===== config.mk =====
export PLATFORM = sky130hd
export DESIGN_NAME = encrypt_pipe_xor_rotate
export DESIGN_NICKNAME = d
export VERILOG_FILES = /design/src/rtl/encrypt_pipe_xor_rotate.sv
export SDC_FILE = /design/constraint.sdc
export NUM_CORES = 1
export LEC_CHECK = 0
export ABC_AREA = 1
export BUFFER_PORTS_ARGS = -buffer_cell sky130_fd_sc_hd__buf_4
export CELL_PAD_IN_SITES_DETAIL_PLACEMENT = 0
export CELL_PAD_IN_SITES_GLOBAL_PLACEMENT = 1
export CORE_MARGIN = 4
export CORE_UTILIZATION = 25
export CTS_CLUSTER_SIZE = 25
export DETAILED_ROUTE_END_ITERATION = 12
export PLACE_DENSITY = 0.72
export SYNTH_ARGS = -nofsm -noshare
export SYNTH_HDL_FRONTEND = slang
export SYNTH_SLANG_ARGS = --single-unit

===== constraint.sdc =====
create_clock -name clk -period 1.51 [get_ports clk]
set_clock_uncertainty 0.15 [all_clocks]
set_input_delay 0.0755 -clock clk [delete_from_list [all_inputs] [get_ports clk]]
set_output_delay 0.0755 -clock clk [all_outputs]
set_load 0.02 [all_outputs]

===== src/rtl/encrypt_pipe_xor_rotate.sv =====
// encrypt_pipe_xor_rotate: XOR each byte with a rolling, round-rotated key (k1->k2->k3),
// registered with one cycle of latency.
module encrypt_pipe_xor_rotate #(
    parameter int DATA_W  = 8,
    parameter int ROUND_W = 3
) (
    input  logic              clk,
    input  logic              rst,
    input  logic              en,
    input  logic [DATA_W-1:0] din,
    input  logic [DATA_W-1:0] k1,
    input  logic [DATA_W-1:0] k2,
    input  logic [DATA_W-1:0] k3,
    input  logic [2:0]        rot_freq,
    input  logic              mode,
    input  logic              key_load,
    output logic              en_out,
    output logic [DATA_W-1:0] data_out,
    output logic [1:0]        key_sel_out
);
    typedef enum logic [1:0] {K1 = 2'd0, K2 = 2'd1, K3 = 2'd2} key_t;

    key_t               key_sel, sel_eff, key_sel_nxt;
    logic [2:0]         cnt, cnt_eff, cnt_nxt;
    logic [ROUND_W-1:0] round, round_eff, round_nxt;
    logic [DATA_W-1:0]  k_raw, k_rot;
    logic [2*DATA_W-1:0] k_dbl;
    logic               acc, adv;

    always_comb begin
        sel_eff     = key_load ? K1 : key_sel;
        cnt_eff     = key_load ? 3'd0 : cnt;
        round_eff   = key_load ? '0 : round;
        k_raw       = sel_eff == K2 ? k2 : sel_eff == K3 ? k3 : k1;
        // Circular rotate: the upper half of the doubled key shifted left.
        k_dbl       = {k_raw, k_raw} << round_eff;
        k_rot       = k_dbl[2*DATA_W-1:DATA_W];
        acc         = en & mode;
        adv         = acc && rot_freq != 3'd0 && cnt_eff >= rot_freq - 3'd1;
        cnt_nxt     = (!acc || rot_freq == 3'd0) ? cnt_eff : adv ? 3'd0 : cnt_eff + 3'd1;
        key_sel_nxt = !adv ? sel_eff : sel_eff == K1 ? K2 : sel_eff == K2 ? K3 : K1;
        round_nxt   = (adv && sel_eff == K3) ? round_eff + 1'b1 : round_eff;
    end

    always_ff @(posedge clk or negedge rst) begin
        if (!rst) begin
            key_sel  <= K1;
            cnt      <= 3'd0;
            round    <= '0;
            en_out   <= 1'b0;
            data_out <= '0;
        end else begin
            key_sel  <= key_sel_nxt;
            cnt      <= cnt_nxt;
            round    <= round_nxt;
            en_out   <= en;
            data_out <= !en ? '0 : mode ? din ^ k_rot : din;
        end
    end

    assign key_sel_out = key_sel;
endmodule


### Yosys cells after proc, flatten, opt, wreduce, memory -nomap -nowiden

Cells that the tools add are included.
Widths: inputs -> output; s select.

* logic and storage cells: 35
* bits in writable memories: 0
* memories: 0
* flip-flop bits (word level): 17
* bits of input ports: 40
* memory bits (read-only): 0
* bits in latches: 0
* output and inout bits: 11

* order comparisons: 1
* shift operators: 1
* add/sub/neg operators: 3
* bitwise operators: 2
* multipliers: 0
* div/mod/pow operators: 0
* equality and inequality tests: 2
* multiplexer cells: 13
* reductions and logical operators: 8

Operators by type and width (number)
* $mux 8: 4
* $shl 16x3->16: 1
* $mux 3: 5
* $mux 2: 4
* $xor 8x8->8: 1
* $add 3x1->3 const B: 2
* $ge 3x3->1: 1
* $logic_and 1x1->1: 3
* $logic_not 3->1: 1
* $reduce_bool 3->1: 1
* $sub 3x1->3 const B: 1
* $eq 2x1->1 const B: 1
* $eq 2x2->1 const B: 1
* $logic_not 2->1: 1
* $and 1x1->1: 1
* $logic_not 1->1: 1
* $logic_or 1x1->1: 1

### Depth between registers and ports, before layout

Gate-level depths: netlist of run 1.

* depth in word-level cells: 8
* depth in mapped cells: 12
* mapped depth without buffers: 12

### Worst setup path before layout of run 1

No wires, ideal clock.

* path kind: register to register
* from: register key_sel[1] (netlist: key_sel_out[1])
* to: register data_out[2]
* period minus slack after synthesis: 1745 ps
* cell stages (with the launch flop): 13
* arrival: 1482 ps
* path slack: -235 ps
* path buffers: 1
* library setup time: 113 ps
* required time: 1247 ps
* cells stage by stage: dfrtp_1 inv_2 nor2_4 buf_4 nand3_1 nand3_1 nand3_1 nand3_1 nand3_1 nand3_1 nand2_1 inv_2 nor2_2

* word-level cells in the longest chain between the ends: 8
* elaborated cells between the ends (all ways): 9
* those cells by class: eq/ne (2); shift (1); mux (5); bitwise (1)

RTL lines
* start: declaration: RTL line 23 `key_t key_sel, sel_eff, key_sel_nxt;`
* start signal: assignment: RTL line 53 `key_sel <= key_sel_nxt;`
* $mux 2 *: RTL line 31 `sel_eff = key_load ? K1 : key_sel;`
* $eq 2x2->1: RTL line 34 `k_raw = sel_eff == K2 ? k2 : sel_eff == K3 ? k3 : k1;`
* $mux 8: RTL line 34
* $mux 8 *: RTL line 34
* $shl 16x3->16 *: RTL line 36 `k_dbl = {k_raw, k_raw} << round_eff;`
* $xor 8x8->8 *: RTL line 57 `data_out <= !en ? '0 : mode ? din ^ k_rot : din;`
* $mux 8 * (2 in series): RTL line 57
* end signal: assignment: RTL line 57
* end: declaration: RTL line 18 `output logic [DATA_W-1:0] data_out,`

Every way passes the cells marked *; elsewhere a longest branch is shown, timed or not.

### Final worst setup path of run 1

* from: register key_sel[0] (netlist: key_sel_out[0])
* to: register data_out[7]

Same word-level chain as after synthesis.

==> results of run 1 <==
## registers in the layout, summed over array words and instances (netlist names)
| signal | cells |
|---|---|
| round | 3 |
| data_out | 8 |
| cnt | 3 |
| key_sel_out | 2 |
| en_out | 1 |
## final cells by class
class	instances	area, sq um	area share (%)
multi-input combinational	165	1350	48.69
clock buffer	3	41.29	1.489
clock inverter	1	5.005	0.1805
tap	75	93.84	3.384
inverter	48	197.7	7.130
timing repair buffer	83	656.9	23.69
sequential	17	427.9	15.43
## metal layers
metal / share of wire, % / wire (microns)
met5: 0 / 0
met4: 2.2 / 112
met3: 5.1 / 260
met2: 49 / 2518
met1: 43 / 2217
## critical path, delay by kind of cell, from the launching register on
family,cells,cell delay (ps)
AND/OR/NAND/NOR,9,810
flip-flops,1,420
buffers and inverters,3,260
## synthesized netlist by cell type
library cell / number
o21ai_0: 3
nand3_1: 75
nand2_1: 40
nand4_1: 9
dfrtp_1: 17
nor2_2: 4
nand3_4: 1
xnor2_1: 1
nor2_1: 11
nor2_4: 1
clkinv_4: 1
inv_2: 10
buf_4: 1
ha_1: 7
inv_1: 37
a21oi_2: 1
xor2_1: 3
nand2_2: 2
o211ai_1: 1
a21oi_1: 3
nand2_4: 2
buf_2: 4
## stage by stage
stage,std cells,hold WS [ps],utilization [%]
2_1_floorplan,234,-370.1,-
3_3_place_gp,372,-195.8,35.95
3_5_place_dp,372,-189.5,35.95
4_1_cts,387,-132.2,42.56
5_1_grt,392,-126.5,46.83
6_report,392,-122.5,46.83
## worst min path at each step
stage,end,cells after the start
after CTS,en_out,1
after floorplan,cnt[0],0
after global placement,data_out[1],1
final,en_out,1
after detailed placement,data_out[1],1
after global routing,en_out,1
## power by group through the flow
stage	clock [uW]	combinational [uW]	sequential (uW)
after floorplan	0	198	525
after global placement	0	410	498
after detailed placement	0	414	498
after CTS	365	478	491
after global routing	385	592	494
final	349	533	491
## cell families (layout without fill, tap and decap cells)
kind of cell               count (synthesis)  in the layout  synth area share, %
buffers and inverters                     53            135                14.00
adders and majority gates                  7              7                5.766
and+or+nand+nor                          145            146                46.87
DFF                                       17             17                28.01
xor gates and xnor gates                   4              4                2.307
AOI/OAI and AO/OA                          8              8                3.047
## timing repair
| item | in CTS | in global routing |
|---|---|---|
| gates resized for setup | 58 | 42 |
| setup endpoints to repair | 16 | 16 |
| pin swaps | 5 | 23 |
| hold endpoints to repair | 26 | 8 |
| cloned | 1 | 0 |
| buffers inserted | 8 | 5 |
==> results by group, run 1 <==
Critical path
  • CP Data Required Time: 1510 ps
  • Worst EP arrival: 1770 ps
  • CP Class: reg -> reg
  • Worst-case reg-to-reg path depth: 12
  • CP max FO: 8
  • FF-to-FF setup slack: -260 ps
  • Max stage delay on crit path: 420 ps
  • R2r endpoint: data_out[7]
  • Critical R2R Launch: key_sel_out[0]
  • CP Cell Sequence: inv_4 > nor2_4 > nand2_4 > clkinv_8 > nand2_2 > nand3_2 > nand3_2 > nand3_1 > nand3_1 > nand2_1 > inv_2 > nor2_2
  • Critical path endpoint: data_out[7]
  • Critical Path End Type: register
  • CP Launch Type: register
  • Crit path from: key_sel_out[0]
  • Worst path slowest cell: dfrtp_2

Timing
  • Final hold violations: 9
  • Pin slew with the least headroom to its limit: 335.7 ps
  • Min setup slack post-route: -255.7 ps
  • F_max: 0.5663 GHz
  • Period Utilization, post-route: 116.9%
  • Min Tclk post-route: 1766 ps
  • Setup-failing EPs final: 16
  • Worst hold slack: -122.5 ps
  • Setup TNS: -2774 ps
  • Worst slew margin: 77.60%
  • Setup repair after global routing missed its margin: true
  • Slew Limit Fails: 0

Route
  • DR DRC count: 0
  • Vias per inst: 4.630
  • Drt wl/cell: 13.03 microns
  • Drt initial violations: 69
  • DRT Pass-1 Iters: 4
  • Via Count: 1815
  • Final ANT Viol Nets: 0
  • DRT Wirelength: 5108 microns

Floorplan
  • Die width: 85.95 microns
  • Core area: 5921 sq um
  • Vert. Die Dim: 85.95 microns
  • I/O pins: 51
  • FP Rows: 28
  • Starting Density: 25.66%
  • Die area: 7387 sq um

Min path
  • Worst hold path type: in -> reg
  • HP Start: en

Yosys
  • Flops & latches, synth: 17
  • Top-area cell type share of the netlist area: 28.01%
  • Synth warnings: 0
  • Post-synthesis cell type count: 22
  • Seq/Total Area, Yosys: 28.01%
  • Synth Net Count: 281
  • Synthesized area: 1519 sq um
  • Area contributors post-synth: dfrtp_1 28%, nand3_1 25%, nand2_1 9.9%
  • Mapped Cells: 234
  • Synth area leader: dfrtp_1
  • Syn Area/Cell: 6.491 sq um

Global route
  • Total Routing Usage GR: 13.78%
  • Initial antenna violation count: 0
  • Global route hottest layer: met2
  • Grt met2 use: 23.41%
  • Largest net degree at the start of global routing: 18
  • Vias in the first global route: 1960
  • Global-route met1 utilization: 17.24%
  • Met3 GRT Util: 2.594%
  • GRT overflow: 0
  • First-pass GRT wire length: 8424 microns

Placement
  • PortBufs: 50
  • Final HPWL DP: 3548 microns
  • Place WS: -270.5 ps
  • RD Place Congestion: 0.7820
  • Dpl cell area: 2128 sq um

Run
  • Max_cap viols: 0

Pwr
  • Part of the power in the clock network: 25.4%
  • Reg power frac: 35.8%
  • P_sw: 465.4 uW
  • VDD IR max: 0.0002531 V
  • P_int: 907.6 uW
  • Total power: 1373 uW
  • Leakage power: 0.001498 uW
  • Sw Ratio: 33.90%
  • Comb power frac: 38.8%
  • Cell Pwr Density: 495.2 nW/um^2

Clock network
  • Sink Count: 17
  • Worst-Skew Late Latency: 250 ps
  • CTS tree: done
  • Clk slew on worst S/H paths: 70 ps
  • CTS H-tree lvls: 1
  • Buffer depth of the longest clock path: 2
  • Hold_buf cts: 2
  • CTS Buf Count: 3
  • Root buf cell: clkbuf_8

Final layout
  • Syn-to-layout area delta: 82.54%
  • Final nets: 365
  • Most frequent cells in the layout: 78 x buf_4, 51 x nand3_2, 35 x inv_1
  • Layout cell share with drive strength beyond 1: 59.31%
  • # diodes: 0
  • Fin area: 2773 sq um
  • Most common cell after layout, fill and taps aside: buf_4
  • FILL cells: 613

Run status
  • Run status: finished with violations
  • Failing checks: negative hold slack, negative setup slack
Note: power is estimated with default switching activity, not from simulation.
==> inputs of run 2 (changes only) <==
==> constraint.sdc (replaced) <==
create_clock -name clk -period 1.5 [get_ports clk]
set_clock_uncertainty 0.15 [all_clocks]
set_input_delay 0.075 -clock clk [delete_from_list [all_inputs] [get_ports clk]]
set_output_delay 0.075 -clock clk [all_outputs]
set_load 0.02 [all_outputs]
==> run 2 against run 1 <==
The run still ends with negative hold slack, negative setup slack left. Sequential power is essentially flat. Critical path depth decreased by 3. Maximum frequency is 1.1% higher. Critical path type unchanged. Largest power group unchanged.
==> results by group, run 2 (same netlist as run 1, synthesis figures left out) <==
Floorplan
  • I/O pins: 51
  • Die area: 7387 sq um
  • Die width: 85.95 microns
  • Core area: 5921 sq um
  • Vert. Die Dim: 85.95 microns
  • FP Rows: 28
  • Starting Density: 25.66%

Critical path
  • CP max FO: 5
  • Crit path from: cnt[2]
  • CP Launch Type: register
  • Critical Path End Type: register
  • Worst EP arrival: 1740 ps
  • FF-to-FF setup slack: -250 ps
  • CP Class: reg -> reg
  • Critical path endpoint: round[2]
  • R2r endpoint: round[2]
  • CP Data Required Time: 1490 ps
  • Worst-case reg-to-reg path depth: 9
  • Critical R2R Launch: cnt[2]

Route
  • DRT Wirelength: 5099 microns
  • Drt initial violations: 65
  • Via Count: 1833
  • DRT Pass-1 Iters: 4
  • DR DRC count: 0
  • Drt wl/cell: 13.04 microns
  • Vias per inst: 4.688
  • Final ANT Viol Nets: 0

Final layout
  • Register area: 427.9 sq um
  • Syn-to-layout area delta: 80.31%
  • Max reg flops: 8
  • # diodes: 0
  • FILL cells: 590
  • Most frequent cells in the layout: 76 x buf_4, 61 x nand3_2, 35 x inv_1
  • Final nets: 364
  • Top Registers: data_out (8), cnt (3), round (3)
  • Layout cell share with drive strength beyond 1: 61.71%
  • Most common cell after layout, fill and taps aside: buf_4
  • Largest Register: data_out
  • Multi-input logic area: 1320 sq um

Timing
  • Min setup slack post-route: -245.8 ps
  • Worst hold slack: -137.9 ps
  • Setup-failing EPs final: 16
  • Min Tclk post-route: 1746 ps
  • Slew Limit Fails: 0
  • Pin slew with the least headroom to its limit: 405.0 ps
  • F_max: 0.5728 GHz
  • Worst slew margin: 72.97%
  • Final hold violations: 9
  • Period Utilization, post-route: 116.4%
  • Setup repair after global routing missed its margin: true

Clock network
  • Clk slew on worst S/H paths: 70 ps
  • CTS H-tree lvls: 1
  • Buffer depth of the longest clock path: 2
  • CTS tree: done
  • CTS Buf Count: 3
  • Root buf cell: clkbuf_8
  • Worst-Skew Late Latency: 250 ps
  • Sink Count: 17

Min path
  • WHS Path Cells: 1
  • Worst hold path type: in -> reg

Run
  • Max_cap viols: 0

Global route
  • Largest net degree at the start of global routing: 18
  • Total Routing Usage GR: 12.66%
  • Initial antenna violation count: 0
  • First-pass GRT wire length: 7665 microns
  • Vias in the first global route: 1752
  • GRT overflow: 0

Placement
  • Final HPWL DP: 3612 microns
  • Place WS: -303.5 ps
  • RD Place Congestion: 0.7859
  • PortBufs: 50

Run status
  • Run status: finished with violations
  • Failing checks: negative hold slack, negative setup slack

Pwr
  • VDD IR max: 0.0002508 V
  • Total power: 1376 uW
  • Leakage power: 0.001467 uW
  • Cell Pwr Density: 502.4 nW/um^2
run 2: changes by cell type in the layout (fill, tap and decap cells not counted), sizes merged:
cell  before  now
buf       81   80
run 2: worst min-delay path by stage:
stage	startpoint	end	slack [ps]
after floorplan	rst	cnt[0]	-370
after global placement	rst	data_out[1]	-200
after detailed placement	rst	data_out[1]	-190
after CTS	en	en_out	-140
after global routing	en	en_out	-140
final	en	en_out	-140
run 2: where the power goes:
group | internal, uW | total [uW] | switching [uW]
clock | 185 | 357 | 172
combinational | 237 | 525 | 288
sequential | 484 | 494 | 10.4
run 2: final cells by class:
class,count,area share (%)
clock buffers,3,1.508
clock inverters,1,0.1827
inverters,48,7.218
multi-input cells,165,48.20
flip-flops and latches,17,15.62
well taps,75,3.426
repair buffers,82,23.85
run 2: worst max-delay path, cell delays in order, from the launching register on:
cell	delay [ps]
dfrtp_1	370
inv_2	60
nor2_4	40
ha_4	280
nand2_2	50
o211ai_1	160
nand2_1	130
inv_2	130
nand4_1	110
xor2_1	150
run 2: timing repair:
| action | in CTS | in global routing |
|---|---|---|
| setup buffers | 4 | 5 |
| endpoints found under the hold margin | 26 | 9 |
| setup endpoints to repair | 16 | 16 |
| cloned | 1 | 0 |
| pin swaps | 5 | 38 |
| resized for setup | 28 | 72 |
| hold buffers | 1 | 1 |
run 2: through the flow:
stage / std cells / utilization, % / setup TNS [ps] / area [sq um]
3_5_place_dp: 375 / 36.33 / -3667 / 2151
3_3_place_gp: 375 / 36.33 / -3022 / 2151
5_1_grt: 391 / 46.26 / -4709 / 2739
2_1_floorplan: 234 / - / -1480 / 1549
6_report: 391 / 46.26 / -3065 / 2739
4_1_cts: 385 / 40.07 / -2864 / 2372
run 2: per-layer routing:
metal  wire length [microns]  global-route usage (%)  part of all wire, %
met1                    2237                   16.61                   44
met2                    2518                   20.74                   49
met3                     262                   2.113                  5.1
met4                      81                   4.748                  1.6
met5                       0                       0                    0
